$ cat config.mk
export PLATFORM = sky130hd
export DESIGN_NAME = half_adder_sync
export DESIGN_NICKNAME = d
export VERILOG_FILES = /design/src/rtl/half_adder_sync_pkg.sv /design/src/rtl/half_adder_bit.sv /design/src/rtl/half_adder_sync_chk.sv /design/src/rtl/half_adder_sync.sv
export SDC_FILE = /design/constraint.sdc
export NUM_CORES = 1
export LEC_CHECK = 0
export ABC_AREA = 1
export BUFFER_PORTS_ARGS = -buffer_cell sky130_fd_sc_hd__buf_2
export CORE_AREA = 5 5 42 44
export DETAILED_ROUTE_END_ITERATION = 8
export DIE_AREA = 0 0 47 49
export GPL_TIMING_DRIVEN = 0
export PLACE_DENSITY = 0.4
export SETUP_SLACK_MARGIN = 0.4
export SYNTH_ARGS = -nofsm -noshare
export SYNTH_HDL_FRONTEND = slang
export SYNTH_HIERARCHICAL = 1
export SYNTH_SLANG_ARGS = --single-unit
$ cat constraint.sdc
create_clock -name clk -period 1.4 [get_ports clk]
set_input_delay 0.07 -clock clk [delete_from_list [all_inputs] [get_ports clk]]
set_output_delay 0.07 -clock clk [all_outputs]
set_load 0.01 [all_outputs]
$ cat src/rtl/half_adder_sync_pkg.sv
// -----------------------------------------------------------------------------
// half_adder_sync_pkg
// Shared constants for the half_adder_sync block.
//   HA_MAX_WIDTH : largest legal number of half-adder lanes.
// -----------------------------------------------------------------------------
package half_adder_sync_pkg;

   localparam int HA_MAX_WIDTH = 64;

endpackage : half_adder_sync_pkg

$ cat src/rtl/half_adder_bit.sv
// -----------------------------------------------------------------------------
// half_adder_bit
// Single-lane combinational half adder.
// Ports:
//   a, b   : input  1-bit addends
//   sum    : output a XOR b
//   carry  : output a AND b
// -----------------------------------------------------------------------------
module half_adder_bit (
   input  logic a,
   input  logic b,
   output logic sum,
   output logic carry
);

   assign sum   = a ^ b;
   assign carry = a & b;

endmodule : half_adder_bit

$ cat src/rtl/half_adder_sync_chk.sv
// -----------------------------------------------------------------------------
// half_adder_sync_chk
// Elaboration-time parameter checker for half_adder_sync.
// Ports: none; WIDTH is the lane count of the enclosing instance.
// -----------------------------------------------------------------------------
module half_adder_sync_chk
   import half_adder_sync_pkg::*;
#(
   parameter int WIDTH = 1
) ();

   // Reject lane counts outside 1..HA_MAX_WIDTH when the design is elaborated.
   if ((WIDTH < 1) || (WIDTH > HA_MAX_WIDTH)) begin : g_bad_width
      $error("half_adder_sync: WIDTH=%0d outside 1..%0d", WIDTH, HA_MAX_WIDTH);
   end

endmodule : half_adder_sync_chk

$ cat src/rtl/half_adder_sync.sv
// -----------------------------------------------------------------------------
// half_adder_sync
// WIDTH independent half-adder lanes with a zero-latency combinational result
// and an optional one-cycle registered copy qualified by a valid flag.
// Ports:
//   clk       : input  system clock, rising edge
//   rst       : input  synchronous active-high reset
//   in_valid  : input  qualifies a/b for the registered path
//   a, b      : input  [WIDTH] addends
//   sum       : output [WIDTH] a ^ b (combinational)
//   carry     : output [WIDTH] a & b (combinational)
//   sum_q     : output [WIDTH] registered sum
//   carry_q   : output [WIDTH] registered carry
//   out_valid : output registered in_valid
// REG_OUT=0 ties sum_q/carry_q/out_valid to zero and builds no flops.
// -----------------------------------------------------------------------------
module half_adder_sync
   import half_adder_sync_pkg::*;
#(
   parameter int WIDTH   = 1,
   parameter bit REG_OUT = 1'b1
) (
   input  logic             clk,
   input  logic             rst,
   input  logic             in_valid,
   input  logic [WIDTH-1:0] a,
   input  logic [WIDTH-1:0] b,
   output logic [WIDTH-1:0] sum,
   output logic [WIDTH-1:0] carry,
   output logic [WIDTH-1:0] sum_q,
   output logic [WIDTH-1:0] carry_q,
   output logic             out_valid
);

   logic [WIDTH-1:0] sum_s;
   logic [WIDTH-1:0] carry_s;

   half_adder_sync_chk #(.WIDTH(WIDTH)) u_chk ();

   // One cell per lane keeps lanes fully independent, so X stays in its lane.
   for (genvar i = 0; i < WIDTH; i++) begin : g_lane
      half_adder_bit u_bit (
         .a     (a[i]),
         .b     (b[i]),
         .sum   (sum_s[i]),
         .carry (carry_s[i])
      );
   end

   assign sum   = sum_s;
   assign carry = carry_s;

   if (REG_OUT) begin : g_reg
      logic [WIDTH-1:0] sum_r;
      logic [WIDTH-1:0] carry_r;
      logic             valid_r;

      // Capture the lane results when qualified; reset wins over in_valid.
      always_ff @(posedge clk) begin
         if (rst) begin
            sum_r   <= {WIDTH{1'b0}};
            carry_r <= {WIDTH{1'b0}};
            valid_r <= 1'b0;
         end else begin
            valid_r <= in_valid;
            if (in_valid) begin
               sum_r   <= sum_s;
               carry_r <= carry_s;
            end else begin
               sum_r   <= sum_r;
               carry_r <= carry_r;
            end
         end
      end

      assign sum_q     = sum_r;
      assign carry_q   = carry_r;
      assign out_valid = valid_r;
   end else begin : g_noreg
      // Clock-side inputs are intentionally unused in the flop-free variant.
      logic unused_s;
      assign unused_s  = ^{clk, rst, in_valid};

      assign sum_q     = {WIDTH{1'b0}};
      assign carry_q   = {WIDTH{1'b0}};
      assign out_valid = 1'b0;
   end

endmodule : half_adder_sync

==> qor.txt, run 1 <==
Synthesized area = 121.4 µm²
Initial core utilization = 8.661%
Drt initial violations = 0
Clock Tree Root = clkbuf_4
Fin Setup TNS = 0 ns
CORE AREA = 1401 µm²
Rows = 14
Crit. End Element = output port
TritonCTS Buffers = 3
Number of global-route vias before repair = 127
RSZ-0062 raised after global routing = no
Post-CTS Setup Inserts = 0
Synth-to-layout area growth = 75.26%
Diodes inserted = 0
Post-synth cell types = 5
Met1 Track Usage GR = 2.183%
Place WS = 0.6311 ns
Register bit total from synthesis = 3
Cell family with most CP delay = flip-flops
Die area = 2303 µm²
Routed wire length = 320 µm
Grt met3 use = 5.904%
Final hold violation count = 0
Setup violators final = 0
Proportion of synthesized chip area in sequential cells = 49.48%
Critical Path Fanout Max = 2
Layout cell share with drive strength beyond 1 = 40.00%
Final Worst Setup Slack = 0.6539 ns
Met2 usage = 4.751%
Worst-Skew Late Latency = 0.23 ns
Syn_nets = 23
Setup Skew = 0 ns
Syn Area/Cell = 7.139 µm²
FMAX = 1340 MHz
Syn Inst Count = 17
Worst path required time = 1.33 ns
I/O Buffers = 9
Crit path largest cell delay = 0.32 ns
Initial antenna violation count = 0
Cts hold-fix bufs = 0
Status = completed
Antenna-violating nets left = 0
CP max-delay cell = dfxtp_1
Post-CTS resize count = 0
CTS clk-pin slew, worst paths = 0.04 ns
GRT Overall Usage = 3.514%
Die Width = 47 µm
Slew margin rel. = 94.73%
Fin cells = 46
Placed cells = 42
PwrDens = 1317 nW/µm²
Chip height = 49 µm
Nets = 37
Area of the multi-input gates = 46.29 µm²
Worst Tran Pin Value = 0.07870 ns
Buffers and inverters on the worst path = 1
Sequential cell area = 60.06 µm²
Vias per cell = 2.957
Most Crowded Layer GR = met3
Io pins = 10
Pin count of the biggest net entering global routing = 6
Routed len/inst = 6.957 µm
Tmin final = 0.7461 ns
TritonCTS Sinks = 3
VDD IR max = 0.0002721 V
GPL Wtd Cong = 0.5190
DRC = 0
Tcrit/Tclk final = 53.29%
Cells along the critical path = buf_2
Routed vias = 136
H-tree levels = 1
DR pass1 iterations = 1
Total power after layout = 280.2 µW
Critical Path Start Type = flop
LEAKAGE = 0.0001269 µW
Syn. warnings = 6
Clock Path Buffers = 2
Worst path arrival time = 0.68 ns
Pins Over Slew Limit = 0
Hold WC Path Type = input port to flop
GRT overflow = 0
First-pass GRT wire length = 476 µm
Crit Path Class = flop to output port
TritonCTS clock tree = yes
Fillcell total = 176
Max Cap Violations = 0
==> final cells by class <==
cell class	instances	share of cell area [%]
flip-flops and latches	3	28.24
repair buffers	9	21.18
clock buffers	4	12.35
well taps	16	9.412
multi-input cells	10	21.76
inverters	4	7.059
==> cells in the final DEF (no fill, tap or decap) <==
cell type	instances
buf_2	9
nor2_1	5
inv_1	4
nand2_1	4
dfxtp_1	3
clkbuf_4	3
clkbuf_1	1
ha_1	1
==> kinds of logic (layout without fill, tap and decap cells) <==
| kind of cell | count (synthesis) | in the layout | share of synthesized area (%) |
|---|---|---|---|
| buffers and inverters | 4 | 17 | 12.37 |
| flip-flops | 3 | 3 | 49.49 |
| adder cells (fa/ha/maj) | 1 | 1 | 10.31 |
| AND/OR/NAND/NOR | 9 | 9 | 27.83 |
==> Yosys cell counts, drive strengths merged <==
master  number  area share, %
nand2        4             12
ha           1             10
dfxtp        3             49
inv          4             12
nor2         5             15
==> path summary, 6_finish.rpt <==
check | from | end | slack [ns] | depth (start not counted)
max reg2reg | carry_q | carry_q | 0.85 | 2
min reg2reg | sum_q | sum_q | 0.46 | 2
max | carry_q | carry_q | 0.65 | 1
min | rst | out_valid | 0.007 | 2
==> stage by stage <==
stage | hold WS [ns] | utilization (%) | cell area [µm²]
after floorplan | 0.1412 | - | 121.4
after global placement | 0.2472 | 13.30 | 186.4
after detailed placement | 0.2473 | 13.30 | 186.4
after CTS | 0.001530 | 15.18 | 212.7
after global routing | 0.01492 | 15.18 | 212.7
final | 0.006918 | 15.18 | 212.7
==> per-layer routing <==
metal / vias to the layer above / part of all wire [%]
met5: - / 0
met4: 0 / 0
met3: 0 / 15
met2: 4 / 55
met1: 58 / 30
li1: 74 / -
==> flip-flops by register name, indices dropped and copies added, names as in the netlist <==
signal     flops
out_valid      1
sum_q          1
carry_q        1
==> report_power, final <==
part           internal [µW]  switching [µW]  leakage (µW)
Clock                    107            43.7     0.0000150
Combinational           16.7            19.5     0.0000870
Sequential              91.6            1.96     0.0000249
(Power assumes the default switching activity.)
==> run 2, diff against run 1 <==
clock period = 0.8 ns   (was 1.4 ns; I/O delays follow)
==> run 2 against run 1 <==
The flow now finishes with violations (negative hold slack). Clock power grew 83%. Sequential share of layout area shrank 5.5 points. Die area is the same. Worst setup slack lost 0.56 ns. Largest cell class is now non-clock buffers. Highest routed layer unchanged.
==> qor.txt, run 2 (synthesis gave the netlist of run 1 again) <==
R2R Path Start = sum_q
Reg2reg path depth = 3 (+1)
Number of global-route vias before repair = 139 (+9.4%)
Nets = 38 (+2.7%)
Grt met3 use = 4.428% (-1.5 points)
Fillcell total = 168 (-4.5%)
I/O Buffers = 9 (unchanged)
Max Cap Violations = 0 (unchanged)
CTS clk-pin slew, worst paths = 0.04 ns (about the same)
Clock Tree Root = clkbuf_4
Met2 usage = 3.620% (-1.1 points)
Routed wire length = 360 µm (+13%)
Setup Skew = 0 ns (unchanged)
Area post-placement = 200.2 µm² (+7.4%)
Rows = 14 (unchanged)
Fin Setup TNS = 0 ns (unchanged)
Chip height = 49 µm (unchanged)
Antenna-violating nets left = 0 (unchanged)
Critical Path Fanout Max = 2 (unchanged)
H-tree levels = 1 (unchanged)
Crit. End Element = output port
Pins Over Slew Limit = 0 (unchanged)
Tmin final = 0.7095 ns
TritonCTS Sinks = 3 (unchanged)
TritonCTS clock tree = yes
Fin util = 19.64% (+4.5 points)
Worst path required time = 0.76 ns (-0.57 ns)
Sequential cell area = 62.56 µm² (+4.2%)
Area of the multi-input gates = 61.31 µm² (+32%)
Io pins = 10 (unchanged)
Post-DP HPWL = 261.7 µm
Setup violators final = 0 (unchanged)
Met1 Track Usage GR = 3.947% (+1.8 points)
Final hold violation count = 1 (+1)
Hold_ws = -0.01783 ns (-0.02475 ns)
FMAX = 1410 MHz
GRT overflow = 0 (unchanged)
Commonest cells after routing, fill and taps aside = buf_6, inv_1, nand2_1, nor2_1
R2R Setup Slk = 0.14 ns (-0.71 ns)
Worst-Skew Late Latency = 0.24 ns (about the same)
Cells along the critical path = buf_6
Critical Path Start Type = flop
Hold endpoint = out_valid
GPL Wtd Cong = 0.5308 (+2.3%)
Hold WC Path Type = input port to flop
Clock Path Buffers = 2 (unchanged)
Die area = 2303 µm² (unchanged)
Crit path largest cell delay = 0.32 ns (about the same)
Crit path from = sum_q
RSZ-0062 raised after global routing = yes
Total power after layout = 546.9 µW (+95%)
PwrDens = 1987 nW/µm² (+51%)
CORE AREA = 1401 µm² (unchanged)
Tcrit/Tclk final = 88.68%
CP max-delay cell = dfxtp_2
Routed vias = 144 (+5.9%)
Slew margin rel. = 92.90% (-1.8 points)
RR Endpoint = sum_q
LEAKAGE = 0.0001420 µW (+12%)
Failing checks = negative hold slack
Hold Crit Start = rst
Buffers and inverters on the worst path = 1 (unchanged)
Layout cell share with drive strength beyond 1 = 54.84% (+15 points)
Design Area, Final = 275.3 µm² (+29%)
Drt initial violations = 3 (+3)
Commonest non-fill, non-tap cell in the layout = buf_6
Cell family with most CP delay = flip-flops
First-pass GRT wire length = 524 µm (+10%)
Pin count of the biggest net entering global routing = 6 (unchanged)
Routed len/inst = 7.660 µm (+10%)
Crit Path Class = flop to output port
GRT Overall Usage = 3.871% (+0.36 points)
Initial core utilization = 8.661% (unchanged)
DR pass1 iterations = 2 (+1)
Worst path arrival time = 0.67 ns (about the same)
Hold Crit Depth = 2 (unchanged)
Vias per cell = 3.064 (+3.6%)
Die Width = 47 µm (unchanged)
Most Crowded Layer GR = met3
VDD IR max = 0.0003699 V (+36%)
Status = finished, violations left
Initial antenna violation count = 0 (unchanged)
Worst Tran Pin Value = 0.1065 ns (+0.02781 ns)
DRC = 0 (unchanged)
TritonCTS Buffers = 3 (unchanged)
Diodes inserted = 0 (unchanged)
Synth-to-layout area growth = 126.8%
-- run 2: changes by cell type in the layout (fill, tap and decap cells not counted), sizes merged --
cell | before | now
buf | 9 | 10
-- run 2: where the power goes --
part           switching [µW]  internal [µW]
clock network            87.7            188
registers                5.45            162
logic                    41.8           62.7
total                     135            412
-- run 2: worst max path at each step --
stage	end	cells past startpoint	slack, ns
2_1_floorplan	sum_q	2	0.25
3_3_place_gp	sum_q	6	0.13
3_5_place_dp	sum_q	6	0.13
4_1_cts	sum_q	1	0.08
5_1_grt	sum_q	1	0.07
6_report	sum_q	1	0.09
-- run 2: area by class of cell --
class	instances	share of cell area [%]
clock buffers	4	9.545
inverters	4	5.455
multi-input cells	10	22.27
flip-flops and latches	3	22.73
well taps	16	7.273
repair buffers	10	32.73
-- run 2: stage by stage --
stage | cells | worst slack, ns
after floorplan | 17 | 0.2463
final | 47 | 0.09053
after CTS | 46 | 0.08055
after global placement | 42 | 0.1280
after global routing | 47 | 0.07331
after detailed placement | 42 | 0.1332
-- run 2: repair_timing --
item / 4_1_cts / 5_1_grt
pin swaps: 1 / 1
gates resized for setup: 7 / 1
cloned: 0 / 0
setup buffers: 0 / 1
hold endpoints to repair: 1 / 1
setup endpoints to repair: 7 / 7
-- run 2: layer usage --
layer	routed length (µm)	share of wire [%]
met3	66	18
met2	147	41
met5	0	0
met1	147	41
met4	0	0
